`config.mk`:
```
export PLATFORM = sky130hd
export DESIGN_NAME = system_top
export DESIGN_NICKNAME = d
export VERILOG_FILES = /design/src/rtl/system_top.sv
export SDC_FILE = /design/constraint.sdc
export NUM_CORES = 1
export LEC_CHECK = 0
export CAP_MARGIN = 10
export CORE_MARGIN = 8
export CORE_UTILIZATION = 60
export CTS_CLUSTER_DIAMETER = 40
export CTS_CLUSTER_SIZE = 40
export DETAILED_ROUTE_END_ITERATION = 10
export GPL_ROUTABILITY_DRIVEN = 0
export GPL_TIMING_DRIVEN = 0
export PLACE_DENSITY = 0.77
export RECOVER_POWER = 100
export SLEW_MARGIN = 20
export SYNTH_ARGS = -nofsm -noshare
export SYNTH_HDL_FRONTEND = slang
export SYNTH_SLANG_ARGS = --single-unit
```
`constraint.sdc`:
```
create_clock -name clk -period 3.15 [get_ports clk]
set_input_delay 0.7875 -clock clk [delete_from_list [all_inputs] [get_ports clk]]
set_output_delay 0.7875 -clock clk [all_outputs]
set_load 0.005 [all_outputs]
```
`src/rtl/system_top.sv`:
```
// ---------------------------------------------------------------------------
// system_top
//
// Bring-up / loopback image for the quadcopter controller host serial link.
// A UART 8N1 receiver feeds a one-byte echo buffer, and a UART 8N1
// transmitter drains that buffer back to the host. A status LED toggles once
// for every correctly framed byte received. Everything runs on one clock.
//
// Parameters
//   clk_freq        system clock frequency in Hz
//   uart_baud_rate  serial bit rate; bit period DIV = clk_freq / uart_baud_rate
//
// Ports
//   clk       in   system clock, rising edge
//   rst       in   synchronous active-high reset
//   led       out  status LED, toggles on each valid received byte
//   uart_rxd  in   serial input from host (asynchronous, idle high)
//   uart_txd  out  serial output to host (idle high)
// ---------------------------------------------------------------------------
module system_top #(
    parameter int clk_freq       = 100000000,
    parameter int uart_baud_rate = 38400
) (
    input  logic clk,
    input  logic rst,
    output logic led,
    input  logic uart_rxd,
    output logic uart_txd
);

    localparam int DIV  = clk_freq / uart_baud_rate;
    localparam int HALF = DIV / 2;
    // Counters only ever hold 0..DIV-1.
    localparam int CW   = (DIV > 2) ? $clog2(DIV) : 1;

    localparam logic [CW-1:0] CNT_DIV_LAST  = CW'(DIV - 1);
    localparam logic [CW-1:0] CNT_HALF_LAST = CW'(HALF - 1);
    localparam logic [CW-1:0] CNT_ONE       = CW'(1);
    localparam logic [CW-1:0] CNT_ZERO      = '0;

    typedef enum logic [1:0] {
        RX_IDLE,
        RX_START,
        RX_DATA,
        RX_STOP
    } rx_state_t;

    typedef enum logic [1:0] {
        TX_IDLE,
        TX_START,
        TX_DATA,
        TX_STOP
    } tx_state_t;

    // -----------------------------------------------------------------------
    // RX synchronizer and falling-edge detect.
    // All three flops reset to 1 (idle line) so leaving reset never looks
    // like a start bit.
    // -----------------------------------------------------------------------
    logic r_rx_meta;
    logic r_rx_sync;
    logic r_rx_prev;
    logic w_rx_fall;

    always_ff @(posedge clk) begin
        if (rst) begin
            r_rx_meta <= 1'b1;
            r_rx_sync <= 1'b1;
            r_rx_prev <= 1'b1;
        end else begin
            r_rx_meta <= uart_rxd;
            r_rx_sync <= r_rx_meta;
            r_rx_prev <= r_rx_sync;
        end
    end

    assign w_rx_fall = r_rx_prev & ~r_rx_sync;

    // -----------------------------------------------------------------------
    // RX state machine
    // -----------------------------------------------------------------------
    rx_state_t       r_rx_state;
    rx_state_t       w_rx_state_next;
    logic [CW-1:0]   r_rx_cnt;
    logic [CW-1:0]   w_rx_cnt_next;
    logic [2:0]      r_rx_bit;
    logic [2:0]      w_rx_bit_next;
    logic [7:0]      r_rx_shift;
    logic [7:0]      w_rx_shift_next;
    logic            w_rx_valid;
    logic [7:0]      w_rx_data;

    always_ff @(posedge clk) begin
        if (rst) begin
            r_rx_state <= RX_IDLE;
            r_rx_cnt   <= CNT_ZERO;
            r_rx_bit   <= 3'd0;
            r_rx_shift <= 8'd0;
        end else begin
            r_rx_state <= w_rx_state_next;
            r_rx_cnt   <= w_rx_cnt_next;
            r_rx_bit   <= w_rx_bit_next;
            r_rx_shift <= w_rx_shift_next;
        end
    end

    always_comb begin
        w_rx_state_next = r_rx_state;
        w_rx_cnt_next   = r_rx_cnt;
        w_rx_bit_next   = r_rx_bit;
        w_rx_shift_next = r_rx_shift;
        w_rx_valid      = 1'b0;

        case (r_rx_state)
            RX_IDLE: begin
                w_rx_cnt_next = CNT_ZERO;
                if (w_rx_fall) begin
                    w_rx_state_next = RX_START;
                end
            end

            RX_START: begin
                // Re-check the line half a bit in; a high here means the
                // falling edge was noise, not a start bit.
                if (r_rx_cnt == CNT_HALF_LAST) begin
                    w_rx_cnt_next = CNT_ZERO;
                    w_rx_bit_next = 3'd0;
                    if (!r_rx_sync) begin
                        w_rx_state_next = RX_DATA;
                    end else begin
                        w_rx_state_next = RX_IDLE;
                    end
                end else begin
                    w_rx_cnt_next = r_rx_cnt + CNT_ONE;
                end
            end

            RX_DATA: begin
                if (r_rx_cnt == CNT_DIV_LAST) begin
                    w_rx_cnt_next   = CNT_ZERO;
                    // LSB arrives first, so shift in from the top.
                    w_rx_shift_next = {r_rx_sync, r_rx_shift[7:1]};
                    if (r_rx_bit == 3'd7) begin
                        w_rx_state_next = RX_STOP;
                    end else begin
                        w_rx_bit_next = r_rx_bit + 3'd1;
                    end
                end else begin
                    w_rx_cnt_next = r_rx_cnt + CNT_ONE;
                end
            end

            RX_STOP: begin
                if (r_rx_cnt == CNT_DIV_LAST) begin
                    w_rx_cnt_next   = CNT_ZERO;
                    w_rx_state_next = RX_IDLE;
                    // A low stop bit is a framing error: drop silently.
                    w_rx_valid      = r_rx_sync;
                end else begin
                    w_rx_cnt_next = r_rx_cnt + CNT_ONE;
                end
            end

            default: begin
                w_rx_state_next = RX_IDLE;
                w_rx_cnt_next   = CNT_ZERO;
            end
        endcase
    end

    assign w_rx_data = r_rx_shift;

    // -----------------------------------------------------------------------
    // Echo buffer: one byte plus full flag. The rx write is placed after the
    // TX load clear so that a byte arriving in the same cycle as a load
    // re-arms the flag instead of being lost. A byte arriving while already
    // full simply overwrites (last-wins).
    // -----------------------------------------------------------------------
    logic [7:0] r_buf_data;
    logic       r_buf_full;
    logic       w_tx_load;

    always_ff @(posedge clk) begin
        if (rst) begin
            r_buf_data <= 8'd0;
            r_buf_full <= 1'b0;
        end else begin
            if (w_tx_load) begin
                r_buf_full <= 1'b0;
            end
            if (w_rx_valid) begin
                r_buf_data <= w_rx_data;
                r_buf_full <= 1'b1;
            end
        end
    end

    // -----------------------------------------------------------------------
    // TX state machine
    // -----------------------------------------------------------------------
    tx_state_t       r_tx_state;
    tx_state_t       w_tx_state_next;
    logic [CW-1:0]   r_tx_cnt;
    logic [CW-1:0]   w_tx_cnt_next;
    logic [2:0]      r_tx_bit;
    logic [2:0]      w_tx_bit_next;
    logic [7:0]      r_tx_shift;
    logic [7:0]      w_tx_shift_next;
    logic            w_txd_level;
    logic            r_txd;

    always_ff @(posedge clk) begin
        if (rst) begin
            r_tx_state <= TX_IDLE;
            r_tx_cnt   <= CNT_ZERO;
            r_tx_bit   <= 3'd0;
            r_tx_shift <= 8'd0;
        end else begin
            r_tx_state <= w_tx_state_next;
            r_tx_cnt   <= w_tx_cnt_next;
            r_tx_bit   <= w_tx_bit_next;
            r_tx_shift <= w_tx_shift_next;
        end
    end

    always_comb begin
        w_tx_state_next = r_tx_state;
        w_tx_cnt_next   = r_tx_cnt;
        w_tx_bit_next   = r_tx_bit;
        w_tx_shift_next = r_tx_shift;
        w_tx_load       = 1'b0;
        w_txd_level     = 1'b1;

        case (r_tx_state)
            TX_IDLE: begin
                w_txd_level   = 1'b1;
                w_tx_cnt_next = CNT_ZERO;
                if (r_buf_full) begin
                    w_tx_load       = 1'b1;
                    w_tx_shift_next = r_buf_data;
                    w_tx_state_next = TX_START;
                end
            end

            TX_START: begin
                w_txd_level = 1'b0;
                if (r_tx_cnt == CNT_DIV_LAST) begin
                    w_tx_cnt_next   = CNT_ZERO;
                    w_tx_bit_next   = 3'd0;
                    w_tx_state_next = TX_DATA;
                end else begin
                    w_tx_cnt_next = r_tx_cnt + CNT_ONE;
                end
            end

            TX_DATA: begin
                w_txd_level = r_tx_shift[0];
                if (r_tx_cnt == CNT_DIV_LAST) begin
                    w_tx_cnt_next   = CNT_ZERO;
                    w_tx_shift_next = {1'b0, r_tx_shift[7:1]};
                    if (r_tx_bit == 3'd7) begin
                        w_tx_state_next = TX_STOP;
                    end else begin
                        w_tx_bit_next = r_tx_bit + 3'd1;
                    end
                end else begin
                    w_tx_cnt_next = r_tx_cnt + CNT_ONE;
                end
            end

            TX_STOP: begin
                w_txd_level = 1'b1;
                if (r_tx_cnt == CNT_DIV_LAST) begin
                    w_tx_cnt_next   = CNT_ZERO;
                    w_tx_state_next = TX_IDLE;
                end else begin
                    w_tx_cnt_next = r_tx_cnt + CNT_ONE;
                end
            end

            default: begin
                w_tx_state_next = TX_IDLE;
                w_tx_cnt_next   = CNT_ZERO;
            end
        endcase
    end

    // Registered line driver: glitch-free pin, and the reset edge forces the
    // line high immediately even mid-frame. It trails the state by one cycle,
    // which keeps every bit exactly DIV cycles long.
    always_ff @(posedge clk) begin
        if (rst) begin
            r_txd <= 1'b1;
        end else begin
            r_txd <= w_txd_level;
        end
    end

    assign uart_txd = r_txd;

    // -----------------------------------------------------------------------
    // Status LED
    // -----------------------------------------------------------------------
    logic r_led;

    always_ff @(posedge clk) begin
        if (rst) begin
            r_led <= 1'b0;
        end else if (w_rx_valid) begin
            r_led <= ~r_led;
        end
    end

    assign led = r_led;

endmodule

```
# Word level (Yosys, flattened, before mapping)
# Index checks and enable logic that the tools add are counted.
# Widths: inputs -> output; s select.
op_classes:
  n_mux: 36
  eq_ne: 23
  n_reduce_logical: 15
  n_addsub: 4
  bitwise_logic: 3
op_table:
  columns: ["op", "n"]
  rows:
  - ["$mux 12", 3]
  - ["$pmux 12 s3", 1]
  - ["$add 12x1->12 const B", 2]
  - ["$eq 12x12->1 const B", 2]
  - ["$ne 2x2->1 const B", 12]
  - ["$pmux 12 s2", 1]
  - ["$mux 2", 11]
  - ["$mux 3", 6]
  - ["$mux 8", 2]
  - ["$pmux 2 s4", 2]
  - ["$pmux 8 s2", 1]
  - ["$eq 12x11->1 const B", 1]
  - ["$pmux 3 s2", 2]
  - ["$reduce_and 5->1", 2]
  - ["$eq 2x2->1 const B", 4]
  - ["$reduce_and 4->1", 2]
  - ["$reduce_bool 2->1", 4]
  - ["$add 3x1->3 const B", 2]
  - ["$eq 3x3->1 const B", 2]
  - ["$mux 1", 6]
  - ["$eq 2x1->1 const B", 2]
  - ["$logic_not 2->1", 2]
  - ["$reduce_or 2->1", 2]
  - ["$pmux 1 s3", 1]
  - ["5 further kinds", 6]
word_totals:
  elab_cells: 96
  output_inout_bits: 2
  input_bits: 3
  register_bits: 64

# Logic depth before layout (Yosys ltp)
# Gate-level depths: netlist (run 1).
logic_depth:
  ltp_word: 4
  depth_mapped: 7
  mapped_depth_nobuf: 6

# Least setup slack after synthesis (run 1)
# No wires, ideal clock.
synth_timing:
  path_type: "reg2reg"
  start: "register r_rx_cnt[0]"
  end: "register r_rx_bit[0]"
  synth_period_minus_slack_ps: 2214
  required_ps: 3080
  setup_ps: 70
  path_slack_ps: 936
  path_buffers: 1
  arrival_time_ps: 2144
  stages_incl_launch_ff: 7
  cell_sequence: "dfxtp_1 ha_1 or4bb_1 or4_1 buf_2 or3_1 a21oi_1"
synth_between:
  elab_chain_len: 3
  elab_cells_between_ends: 5
  classes_between: "eq/ne (4); reduce/logical (1)"
synth_lines:
  columns: ["item", "line", "rtl"]
  rows:
  - ["start: declaration", "84", "logic [CW-1:0] r_rx_cnt;"]
  - ["start signal: assignment", "101", "r_rx_cnt <= w_rx_cnt_next;"]
  - ["$eq 12x12->1 / $eq 12x11->1 (equally long branches)", "139, 125", null]
  - ["$ne 2x2->1 (no source line)", null, null]
  - ["$reduce_and 4->1 (no source line) *", null, null]
  - ["end signal: assignment", "102", "r_rx_bit <= w_rx_bit_next;"]
  - ["end: declaration", "86", "logic [2:0] r_rx_bit;"]
# Every way passes the cells marked *; elsewhere a longest branch is shown, timed or not.
# A chain may end at the register's enable or synchronous reset.

# Final worst setup path (run 1)
layout_timing:
  start: "register r_rx_cnt[0]"
  end: "register r_led, in the netlist led"
layout_between:
  elab_chain_len: 3
layout_lines:
  columns: ["item", "line", "rtl"]
  rows:
  - ["$eq 12x12->1", "154", "if (r_rx_cnt == CNT_DIV_LAST) begin"]
  - ["$mux 1", "154", null]
  - ["$mux 1", "114", "case (r_rx_state)"]
  - ["end signal: assignment", "310", "r_led <= ~r_led;"]
  - ["end: declaration", "304", "logic r_led;"]
# No other way between the ends.

==> results of run 1 <==
==> cell usage in the layout (no fill, tap or decap), drive strengths merged, types with 5 or more instances in the layout <==
master / netlist / final
dfxtp: 64 / 64
nor2: 35 / 35
mux2i: 25 / 25
clkbuf: 9 / 25
nand2b: 20 / 20
xnor2: 16 / 16
a21oi: 15 / 15
inv: 12 / 12
or3: 11 / 11
nand3: 11 / 11
ha: 11 / 11
nand2: 10 / 10
o21ai: 9 / 9
nand4: 8 / 8
nor3: 8 / 8
or2: 5 / 5
==> per-layer routing <==
metal | vias to the layer above | wire [um] | share of wire (%) | global-route usage, %
li1 | 1131 | - | - | -
met4 | 0 | 73 | 1.3 | 7.01
met3 | 10 | 219 | 3.8 | 7.45
met2 | 30 | 2720 | 47 | 27.1
met1 | 1058 | 2780 | 48 | 20.0
met5 | - | 0 | 0 | 0
==> flip-flops by register name, summed over array words and instances (netlist names), named ones only <==
signal,count
r_rx_state,1
uart_txd,1
r_tx_bit,3
r_rx_prev,1
r_tx_cnt,12
r_tx_shift,8
r_tx_state,2
r_rx_meta,1
r_rx_sync,1
led,1
r_buf_data,8
r_rx_cnt,12
r_rx_shift,8
r_buf_full,1
r_rx_bit,3
==> worst max-delay path by stage <==
| stage | end | cells after the start | slack (ns) |
|---|---|---|---|
| 2_1_floorplan | r_rx_bit[0] | 6 | 0.94 |
| 3_3_place_gp | r_rx_state[0] | 5 | 0.79 |
| 3_5_place_dp | r_tx_shift[5] | 6 | 0.74 |
| 4_1_cts | r_rx_state[0] | 5 | 0.64 |
| 5_1_grt | led | 6 | 0.38 |
| 6_report | led | 6 | 0.50 |
==> per-stage QoR <==
step | std cells | hold slack [ns] | area (um2) | worst slack (ns)
after CTS | 401 | 0.425 | 3270 | 0.644
after detailed placement | 385 | 0.398 | 3060 | 0.745
after global placement | 385 | 0.396 | 3060 | 0.787
final | 401 | 0.422 | 3250 | 0.502
after floorplan | 315 | 0.389 | 2940 | 0.936
after global routing | 401 | 0.462 | 3250 | 0.381
==> cell families (layout without fill, tap and decap cells) <==
| group | count (synthesis) | after routing | share of synthesized area (%) |
|---|---|---|---|
| compound gates | 38 | 38 | 7.99 |
| mux | 26 | 26 | 9.01 |
| flops | 64 | 64 | 43.5 |
| xor+xnor | 20 | 20 | 5.95 |
| simple gates | 130 | 130 | 24.7 |
| buf+inv | 26 | 45 | 4.12 |
| fa+ha+maj | 11 | 11 | 4.68 |
==> area by class of cell <==
cell class,instances,area [um2],share of cell area (%)
buffer,14,67.6,2.08
sequential,64,1280,39.4
clock inverter,3,65.1,2.00
multi-input combinational,225,1530,47.1
timing repair buffer,3,30.0,0.923
tap,67,83.8,2.58
clock buffer,13,149,4.58
inverter,12,45.0,1.38
==> report_power, final <==
group | internal [mW] | switching [mW]
sequential | 0.820 | 0.00789
combinational | 0.0377 | 0.0585
clock | 0.467 | 0.302
==> critical path, cell delays in order (launching register included) <==
cell,delay [ns]
dfxtp_1,0.42
ha_1,0.27
nand2_1,0.14
or4_1,0.57
or3_1,0.39
clkbuf_1,0.33
mux2_1,0.40
==> summary.md, run 1 <==
| Metric | Value |
|---|---|
| CTS tree | yes |
| RSZ-0062 raised after global routing | no |
| CTS Sinks | 64 |
| DRC viols | 0 |
| Max FO, Critical Path | 10 |
| Reg clk slew, reported paths | approximately 0.07 ns |
| Setup Skew | between 0.008 and 0.009 ns |
| Max Root-Sink Buffers | 2 |
| Yosys warns | 0 |
| Required time of the worst setup path | 3.39 ns |
| CTS Buf Count | 9 |
| Fin Setup TNS | 0 ns |
| Cell Area, Synth | roughly 2900 um2 |
| Gr usage total | between 15 and 20% |
| Slew Viols, Final | 0 |
| Seq/Total Area, Yosys | 43.5% |
| Worst r2r path cells | 6 |
| Overall die height | between 80 and 90 um |
| Via-to-Cell Ratio | between 5 and 6 |
| Area share of the largest cell type after synthesis | between 40% and 50% |
| Area leader, netlist | dfxtp_1 |
| Leak | 1.09 nW |
| Layout cells sized above 1 | between 6 and 7% |
| WP data arrival | approximately 2.9 ns |
| DRT Wirelength | 5.79 mm |
| Cts hold-fix bufs | 0 |
| Die X | roughly 86 um |
| Hold Crit Class | reg2reg |
| Detailed Place HPWL | 3.88 mm |
| Later-pin clock latency in the skew report | ~0.35 ns |
| FP Rows | 25 |
| Power consumption | 1.69 mW |
| Max-slew headroom | between 50% and 60% |
| Max_cap viols | 0 |
| Fill cell count | 390 |
| Pwr/cell area | about 520 nW/um2 |
| Status | finished clean |
| Largest net degree at the start of global routing | 11 |
| Worst-margin pin slew | between 0.7 and 0.8 ns |
| Post-layout util | 68.9% |
| Number of global-route vias before repair | 2133 |
| Hold path depth | 1 |
| Fmax achieved | approximately 380 MHz |
| DRT antenna net count | 0 |
| Average routed wire per standard cell | roughly 14 um |
| Inserted Diodes | 0 |
| Hold path start | r_rx_meta |
| Most frequent cell after synthesis | dfxtp_1 |
| P&R area growth vs syn | 10.6% |
| Final worst path period share | about 84% |
| Reg-to-Reg End | led |
| Initial drt markers | 136 |
| Synth unique cells | 46 |
| IO Port Bufs | 3 |
| Synth Net Count | between 300 and 400 |
| Root buffer cell | clkbuf_8 |
| Initial Util | between 60% and 70% |
| Synth cell count leaders | 64 x dfxtp_1, 35 x nor2_1, 25 x mux2i_1, 20 x nand2b_1, 16 x xnor2_1 |
| Number of synthesized flops with an enable pin | 0 |
| Core ar. | between 4000 and 5000 um2 |
| Synth Flop Type | dfxtp_1 |
| Crit start category | flop |
| H-tree depth | 3 |
| Post-synth ARST share | 0% |
| DIE AREA | around 7400 um2 |
| Nets | 343 |
| Reg-to-Reg Start | r_rx_cnt[0] |
| Kind of end point of the critical path | flop |
| Drt pass-1 iters | 7 |
| Seq cells post-synth | 64 |
| Cells after synthesis | 315 |
| CP Class | reg2reg |
| Synth area leaders | dfxtp_1 44%, mux2i_1 8.5%, xnor2_1 4.8% |
| CTS resizes | 0 |
| Tmin final | about 2.6 ns |
| Critical Path Start | r_rx_cnt[0] |
| First-pass GRT wire length | ~10 mm |
| Fin. Hold Viols | 0 |
| Reg2reg setup slack | around 0.5 ns |
| Synth Area per Inst | roughly 9.3 um2 |
| WHS Endpoint | r_rx_sync |
| Initial antenna violation count | 0 |
| # IOs | 5 |
| Gr ovfl total | 0 |
| Final setup vio count | 0 |
| Peak supply drop | 316 uV |
| Setup Buffers After CTS | 0 |
| Via Count | 2229 |
Note: power is estimated with default switching activity, not from simulation.
==> run 2, diff against run 1 <==
==> constraint.sdc (replaced) <==
create_clock -name clk -period 2.53 [get_ports clk]
set_input_delay 0.6325 -clock clk [delete_from_list [all_inputs] [get_ports clk]]
set_output_delay 0.6325 -clock clk [all_outputs]
set_load 0.005 [all_outputs]
==> run 2 against run 1 <==
- first-iteration DRC count is 13% lower
- worst setup slack worse by 0.38 ns
- sequential cell count stayed put
- non-clock buffer count stayed put
- combinational power is 25% higher
- cell area is 0.73% higher
- die area stayed put
- wire length is 0.78% higher
- clock power is 24% higher
- worst hold slack better by 0.0038 ns
- critical path depth stayed put
- fmax is 10% higher
- largest power group unchanged
- highest routed layer unchanged
==> summary.md, run 2 (same netlist as run 1, synthesis figures left out) <==
| Metric | Value |
|---|---|
| Status | finished clean |
| Most frequent cells in the layout | 64 x dfxtp_1, 35 x nor2_1, 25 x mux2i_1 |
| Slew Viols, Final | 0 (unchanged) |
| Pwr/cell area | 643 nW/um2 (+24%) |
| Clock power frac | 45.4% (about the same) |
| Number of global-route vias before repair | 2133 (unchanged) |
| Fill cell count | 386 (-1.0%) |
| Setup Skew | 0.00856 ns (-0.00000688 ns) |
| Initial Util | 62.3% (unchanged) |
| Required time of the worst setup path | 2.80 ns (-0.59 ns) |
| FP Rows | 25 (unchanged) |
| Power consumption | 2.11 mW (+24%) |
| Detailed Place HPWL | 3.88 mm (unchanged) |
| Sw Ratio | 21.7% (-0.042 points) |
| DIE AREA | 7400 um2 (unchanged) |
| Reg clk slew, reported paths | 0.07 ns (about the same) |
| Overall die height | 86.0 um (unchanged) |
| Seq pwr share | 48.9% (about the same) |
| Largest net degree at the start of global routing | 11 (unchanged) |
| # IOs | 5 (unchanged) |
| Worst r2r path cells | 6 (unchanged) |
| Gr usage total | 17.2% (unchanged) |
| P&R area growth vs syn | 11.4% |
| Fin area | 3280 um2 (+0.73%) |
| CTS tree | yes |
| Max FO, Critical Path | 6 (-4) |
| Via Count | 2269 (+1.8%) |
| First-pass GRT wire length | 10.0 mm (unchanged) |
| Hold Crit Class | reg2reg |
| Peak supply drop | 394 uV (+24%) |
| Most common cell after layout, fill and taps aside | dfxtp_1 |
| Fin Setup TNS | 0 ns (unchanged) |
| Final setup vio count | 0 (unchanged) |
| IO Port Bufs | 3 (unchanged) |
| Inserted Diodes | 0 (unchanged) |
| H-tree depth | 3 (unchanged) |
| Max Root-Sink Buffers | 2 (unchanged) |
| Average routed wire per standard cell | 14.5 um (+0.78%) |
| Worst-margin pin slew | 0.725 ns (+0.00235 ns) |
| DRT antenna net count | 0 (unchanged) |
| Max-slew headroom | 51.4% (-0.16 points) |
| Initial antenna violation count | 0 (unchanged) |
| CTS Sinks | 64 (unchanged) |
| Crit start category | flop |
| Drt pass-1 iters | 7 (unchanged) |
| Nets | 343 (unchanged) |
| CP Class | reg2reg |
| Leak | 1.09 nW (+0.28%) |
| Cts hold-fix bufs | 0 (unchanged) |
| WP data arrival | 2.67 ns (-0.22 ns) |
| Hold path depth | 1 (unchanged) |
| Critical Path Start | r_rx_cnt[0] |
| Final worst path period share | 95.0% (+11 points) |
| Kind of end point of the critical path | flop |
| CTS resizes | 0 (unchanged) |
| Tmin final | 2.40 ns (-0.245 ns) |
| Hold WS | 0.425 ns (+0.00378 ns) |
| Core ar. | 4720 um2 (unchanged) |
| Fin. Hold Viols | 0 (unchanged) |
| Max_cap viols | 0 (unchanged) |
| Internal power | 1.65 mW (+25%) |
| Fmax achieved | 416 MHz (+10%) |
| Die X | 86.0 um (unchanged) |
| Initial drt markers | 118 (-13%) |
| Layout cells sized above 1 | 8.38% (+1.5 points) |
| Final WS setup | 0.127 ns (-0.375 ns) |
| RSZ-0062 raised after global routing | no |
| Via-to-Cell Ratio | 5.66 (+1.8%) |
| Post-Place Cell Area | 3060 um2 (unchanged) |
| DRT Wirelength | 5.83 mm (+0.78%) |
| CTS Buf Count | 9 (unchanged) |
| Hold path start | r_rx_meta |
| Reg-to-Reg Start | r_rx_cnt[0] |
| Setup Buffers After CTS | 0 (unchanged) |
| Later-pin clock latency in the skew report | 0.35 ns (about the same) |
| Pre-CTS setup slack | 0.125 ns (-0.620 ns) |
| Largest regs | r_rx_cnt (12), r_tx_cnt (12) |
| DRC viols | 0 (unchanged) |
| Root buffer cell | clkbuf_8 |
| Switching pwr | 0.458 mW (+24%) |
| Gr ovfl total | 0 (unchanged) |
| Combinational share of power | 5.7% (about the same) |
==> run 2: cell types whose count changed in the layout (fill, tap and decap cells not counted), sizes merged <==
cell and change:
buf +2, clkbuf -2
==> run 2: metal layers <==
layer,part of all wire [%],vias to the layer above,GRT usage [%],wire (um)
met3,4.5,14,7.45,263
met5,0,-,0,0
met1,47,1073,20.0,2740
li1,-,1131,-,-
met2,47,51,27.1,2730
met4,1.6,0,7.01,94
==> run 2: path summary, 6_finish.rpt <==
check                           slack, ns          end
worst min-delay path                 0.43    r_rx_sync
worst max-delay path                 0.13  r_rx_bit[0]
worst max register to register       0.13  r_rx_bit[0]
worst min register to register       0.43    r_rx_sync
==> run 2: final cells by class <==
type	count	area, um2	share of cell area (%)
multi-input cells	225	1550	47.2
inverters	12	45.0	1.37
clock inverters	3	65.1	1.98
flip-flops and latches	64	1280	39.1
plain buffers	14	76.3	2.33
well taps	67	83.8	2.56
repair buffers	3	30.0	0.916
clock buffers	13	149	4.54
==> run 2: metrics by stage <==
stage,cells,utilization (%)
2_1_floorplan,315,-
3_3_place_gp,385,64.7
3_5_place_dp,385,64.7
4_1_cts,401,69.2
5_1_grt,401,69.4
6_report,401,69.4
==> run 2: power groups by stage <==
stage,combinational (mW),sequential (mW),clock [mW]
detailed placement,0.120,1.05,0
floorplan,0.0836,1.05,0
finish,0.120,1.03,0.956
CTS,0.121,1.03,0.977
global route,0.134,1.03,1.03
global placement,0.119,1.05,0
==> run 2: worst max-delay path, cell delays in order (launching register included) <==
cell and delay [ns]:
dfxtp_1 0.43, ha_2 0.26, or4bb_1 0.57, or4_1 0.48
buf_2 0.17, or3_1 0.30, a21oi_1 0.13
==> patch 1 (settings of run 1) <==
The output `uart_txd` loses its register stage (`r_txd` becomes a continuous assignment).
--- a/src/rtl/system_top.sv
+++ b/src/rtl/system_top.sv
@@ -288,13 +288,7 @@
     // Registered line driver: glitch-free pin, and the reset edge forces the
     // line high immediately even mid-frame. It trails the state by one cycle,
     // which keeps every bit exactly DIV cycles long.
-    always_ff @(posedge clk) begin
-        if (rst) begin
-            r_txd <= 1'b1;
-        end else begin
-            r_txd <= w_txd_level;
-        end
-    end
+    assign r_txd = w_txd_level;
 
     assign uart_txd = r_txd;
 
Check against the original RTL: no difference found for any inputs over 10 cycles, from zero or initial values and one cycle with rst high; that may be too few to reach the edited logic, so the function may still have changed.
==> patch 1 against run 1 <==
  * Area after synthesis fell by 0.30%
  * Critical path type is now flop to output port
  * Largest power group unchanged
  * Wire length fell by 4.4%
  * Power rose by 3.6%
  * Sequential power rose by 2%
  * Sequential cell count fell by 1
  * Core utilization rose by 0.16 points
  * Setup slack got worse by 200 ps
  * Design area rose by 0.23%
==> patch 1: results (changes against run 1) <==
[routing]
tritonroute_pass_1_iters=4  ; -3
wirelength_um=5534  ; -4.4%
detail_route.iter0.violations=74  ; -46%
routed_via_density=5.598  ; +0.70%

[synth]
synth-seq-area-share_pct=42.99  ; -0.55 points
synth_top_cells_by_count=dfxtp_1, nor2_1, nand2_1, a21oi_1
ys_top_cells_by_area=dfxtp_1, mux2i_1, nor2_1, xnor2_1, ha_1
synth_warnings=0  ; unchanged
synth_nets=328  ; -0.30%
async_reset_ff_share_pct=0  ; unchanged
yosys.cell_types.count=51  ; +11%

[finish]
final_layout_size_suffix_gt1_share_pct=10.81  ; +3.9 points
final_nets=342  ; -0.29%
fillers=404  ; +3.6%

[placed_design]
place_hpwl_um=3894  ; +0.44%
port-buffer-count=4  ; +1
dpl_worst_slack_ps=379.5  ; -365.2 ps

[worst_setup_path]
worst-endpoint-arrival_ps=2060  ; -830 ps
critical_path.max_fanout=16  ; +6

[global_routing]
grt.total_usage_pct=16.59  ; -0.66 points
grt_first_pass_wirelength_um=9694  ; -3.1%
grt_start_max_net_pins=17  ; +6

[outcome]
run_status=finished, final reports clean

[cts]
cts-root-to-sink-buffers=2  ; unchanged

[power_and_ir_drop]
peakVddDrop_v=0.0003499  ; +11%
power.static_leakage_nw=1.255  ; +15%

[sta]
finClkSkew_ps=7.668  ; -0.8998 ps
worstMarginPinSlew_ps=671.2  ; -51.77 ps

patch 1: cell families (layout without fill, tap and decap cells):
group           count (synthesis)  in the layout  synth area share, %
flops                          63             63                42.99
fa+ha+maj                      11             11                4.691
mux                            17             17                5.842
simple gates                  121            121                21.92
buf+inv                        25             44                4.648
compound gates                 57             57                13.94
xor+xnor                       20             20                5.970
patch 1: final timing paths:
| check | startpoint | end | slack [ps] | depth (start not counted) |
|---|---|---|---|---|
| setup / recovery | r_tx_state[0] | uart_txd | 300 | 6 |
| hold / removal | r_rx_meta | r_rx_sync | 410 | 1 |
| setup reg to reg | r_tx_state[0] | r_tx_shift[2] | 1050 | 7 |
| hold reg to reg | r_rx_meta | r_rx_sync | 410 | 1 |
patch 1: where the power goes:
group / total (mW) / switching (mW) / leakage [nW] / internal, mW
Combinational: 0.142 / 0.0814 / 0.628 / 0.0609
Sequential: 0.844 / 0.0183 / 0.508 / 0.825
Clock: 0.768 / 0.296 / 0.119 / 0.472
Total: 1.75 / 0.396 / 1.25 / 1.36
patch 1: area by class of cell:
class	instances	area, um2	area share (%)
multi-input combinational	226	1536	47.10
sequential	63	1261	38.67
clock buffer	14	192.7	5.907
tap	67	83.83	2.570
buffer	16	82.58	2.532
timing repair buffer	4	40.04	1.227
clock inverter	2	35.03	1.074
inverter	8	30.03	0.9206
patch 1: metal layers:
| metal | share of wire, % | vias to the layer above | GRT usage [%] |
|---|---|---|---|
| li1 | - | 1160 | - |
| met1 | 46 | 1034 | 18.58 |
| met2 | 48 | 29 | 26.87 |
| met3 | 2.8 | 16 | 4.871 |
| met4 | 3.1 | 0 | 10.67 |
| met5 | 0 | - | 0 |
patch 1: critical path: stages (launching register included):
cell and delay (ps):
dfxtp_1 340, inv_1 90, ha_1 150, clkbuf_2 350, nand2_1 110, a21oi_1 150
clkdlybuf4s50_1 510
patch 1: per-stage QoR:
step | cell area, um2 | cells | util (%)
floorplan | 2934 | 314 | -
global placement | 3058 | 385 | 64.74
detailed placement | 3058 | 385 | 64.74
CTS | 3282 | 400 | 69.48
global route | 3262 | 400 | 69.06
finish | 3262 | 400 | 69.06
==> patch 2 (config.mk and constraints of run 1) <==
Without the edit above. Change the parameter `clk_freq` from 100000000 to 25000000.
--- a/src/rtl/system_top.sv
+++ b/src/rtl/system_top.sv
@@ -18,7 +18,7 @@
 //   uart_txd  out  serial output to host (idle high)
 // ---------------------------------------------------------------------------
 module system_top #(
-    parameter int clk_freq       = 100000000,
+    parameter int clk_freq       = 25000000,
     parameter int uart_baud_rate = 38400
 ) (
     input  logic clk,
Behaviour: same outputs for any inputs over 10 cycles, from zero or initial values and one cycle with rst high; that may be too few to reach the edited logic, so the function may still have changed.
==> patch 2 against run 1 <==
  * Hold slack worse by 3.9 ps
  * Setup slack better by 530 ps
  * Count of clock-buffer cells in the layout down 1
  * Via count down 11%
  * Core utilization up 1.1 points
  * Power up 5.9%
  * Sequential cell count down 4
  * Non-clock buffer count down 4
  * Area after synthesis down 8.9%
  * Design area down 7.0%
  * Wire length down 20%
  * Critical path type is now input port to flop
  * Largest power group is now clock
==> patch 2: results (changes against run 1) <==
[worst_setup_path]
reg2reg_setup_slack_ps=1050  ; +550 ps
cp_slowest_stage_delay_ps=640  ; +70 ps
crit-reg2reg-launch=r_tx_state[0]
critical_path.slowest_cell=a31oi_1
worst-endpoint-arrival_ps=2300  ; -590 ps
startpoint=rst
critical_path.max_fanout=10  ; unchanged

[outcome]
run_status=finished, final reports clean

[cts]
clk_latency_ps=330  ; -20 ps
cts_repair_resize_count=0  ; unchanged
root_buffer=clkbuf_8
cts_made_buffers=9  ; unchanged
clk_pin_slew_ps=60
cts_max_level=3  ; unchanged
cts-root-to-sink-buffers=2  ; unchanged

[power_and_ir_drop]
p_sw_share_pct=22.21  ; +0.45 points
power.static_leakage_nw=1.141  ; +5.0%
peakVddDrop_v=0.0003462  ; +9.5%

[global_routing]
grt_start_max_net_pins=11  ; unchanged
grt.total_usage_pct=14.03  ; -3.2 points
grt_antenna_before_repair=0  ; unchanged
grt_pass1_vias=1830  ; -14%
grt_first_pass_wirelength_um=8135  ; -19%

[routing]
tritonroute_pass_1_iters=4  ; -3
routed_via_density=5.535  ; -0.43%
detail_route.iter0.violations=85  ; -38%
post_drt_wl_per_cell_um=12.97  ; -10%

[finish]
final_nets=318  ; -7.3%
leading_registers_by_flop_count=r_rx_cnt x10, r_tx_cnt x10
final_layout_size_suffix_gt1_share_pct=8.143  ; +1.3 points
fillers=341  ; -13%

[placed_design]
placed_cell_area_mm2=0.002785  ; -8.9%
place_hpwl_um=3238  ; -16%
port-buffer-count=4  ; +1
dpl_worst_slack_ps=748.3  ; +3.596 ps

[min_path]
worstHoldPathType=flop to flop
hp-start=r_rx_meta

[sta]
finalCritPeriodShare_pct=67.17  ; -17 points
worstMarginPinSlew_ps=825.1  ; +102.1 ps
finClkSkew_ps=9.312  ; +0.7451 ps

[synth]
synth_nets=303  ; -7.9%
synth_warnings=0  ; unchanged
synth-seq-area-share_pct=44.82  ; +1.3 points
ys_top_cells_by_area=dfxtp_1, mux2i_1, ha_1, nor2_1, o21ai_0
yosys.cell_types.count=40  ; -13%
synth_top_cells_by_count=dfxtp_1, nor2_1, mux2i_1, o21ai_0, a21oi_1

==> patch 2: cell types whose count changed after synthesis, moves of 3 or more <==
cell | before | now
and3_1 | 1 | 5
buf_6 | 3 | 0
clkbuf_1 | 9 | 6
dfxtp_1 | 64 | 60
nand2b_1 | 20 | 2
nor2_1 | 35 | 42
nor3_1 | 7 | 2
nor4bb_1 | 4 | 0
o211ai_1 | 3 | 0
o21ai_0 | 9 | 17
xnor2_1 | 16 | 8
xor2_1 | 4 | 9
==> patch 2: through the flow <==
stage | cells | utilization (%) | hold WS, ps
after floorplan | 287 | - | 389.5
after global placement | 343 | 64.41 | 391.9
after detailed placement | 343 | 64.41 | 399.6
after CTS | 359 | 70.20 | 421.3
after global routing | 359 | 70.02 | 427.2
final | 359 | 70.02 | 417.8
==> patch 2: kinds of logic (layout without fill, tap and decap cells) <==
kind of cell    count (synthesis)  count (layout)  synth area share (%)
compound gates                 42              42                 9.337
xor+xnor                       17              17                 5.556
fa+ha+maj                      13              13                 6.069
buf+inv                        22              42                 3.221
flops                          60              60                 44.82
mux                            23              23                 8.590
simple gates                  110             110                 22.41
==> patch 2: per-layer routing <==
metal	vias to the layer above	wire [um]	track usage, %
li1	1035	-	-
met1	924	2396	17.73
met2	18	2019	20.58
met3	10	131	3.613
met4	0	106	8.946
met5	-	0	0
==> patch 2: area by class of cell <==
class	count	area, um2	area share [%]
Buffer	9	36.28	1.198
Clock buffer	12	155.1	5.124
Clock inverter	4	95.09	3.141
Inverter	13	48.80	1.612
Multi-Input combinational cell	205	1386	45.79
Sequential cell	60	1201	39.67
Tap cell	52	65.06	2.149
Timing Repair Buffer	4	40.04	1.322
==> patch 2: final timing paths <==
kind              endpoint  cells past startpoint
max reg2reg  r_tx_shift[3]                      7
max            r_rx_cnt[7]                      5
min reg2reg      r_rx_sync                      1
min              r_rx_sync                      1
==> patch 2: power groups by stage <==
stage / Clock [mW] / Combinational (mW) / Sequential [mW]
CTS: 0.870 / 0.153 / 0.789
global placement: 0 / 0.149 / 0.806
finish: 0.853 / 0.150 / 0.789
detailed placement: 0 / 0.149 / 0.806
floorplan: 0 / 0.106 / 0.804
global route: 0.909 / 0.174 / 0.791
==> patch 2: critical path, delay by kind of cell <==
| family | cells | cell delay (ps) |
|---|---|---|
| buf+inv | 1 | 570 |
| simple gates | 2 | 250 |
| compound gates | 2 | 690 |
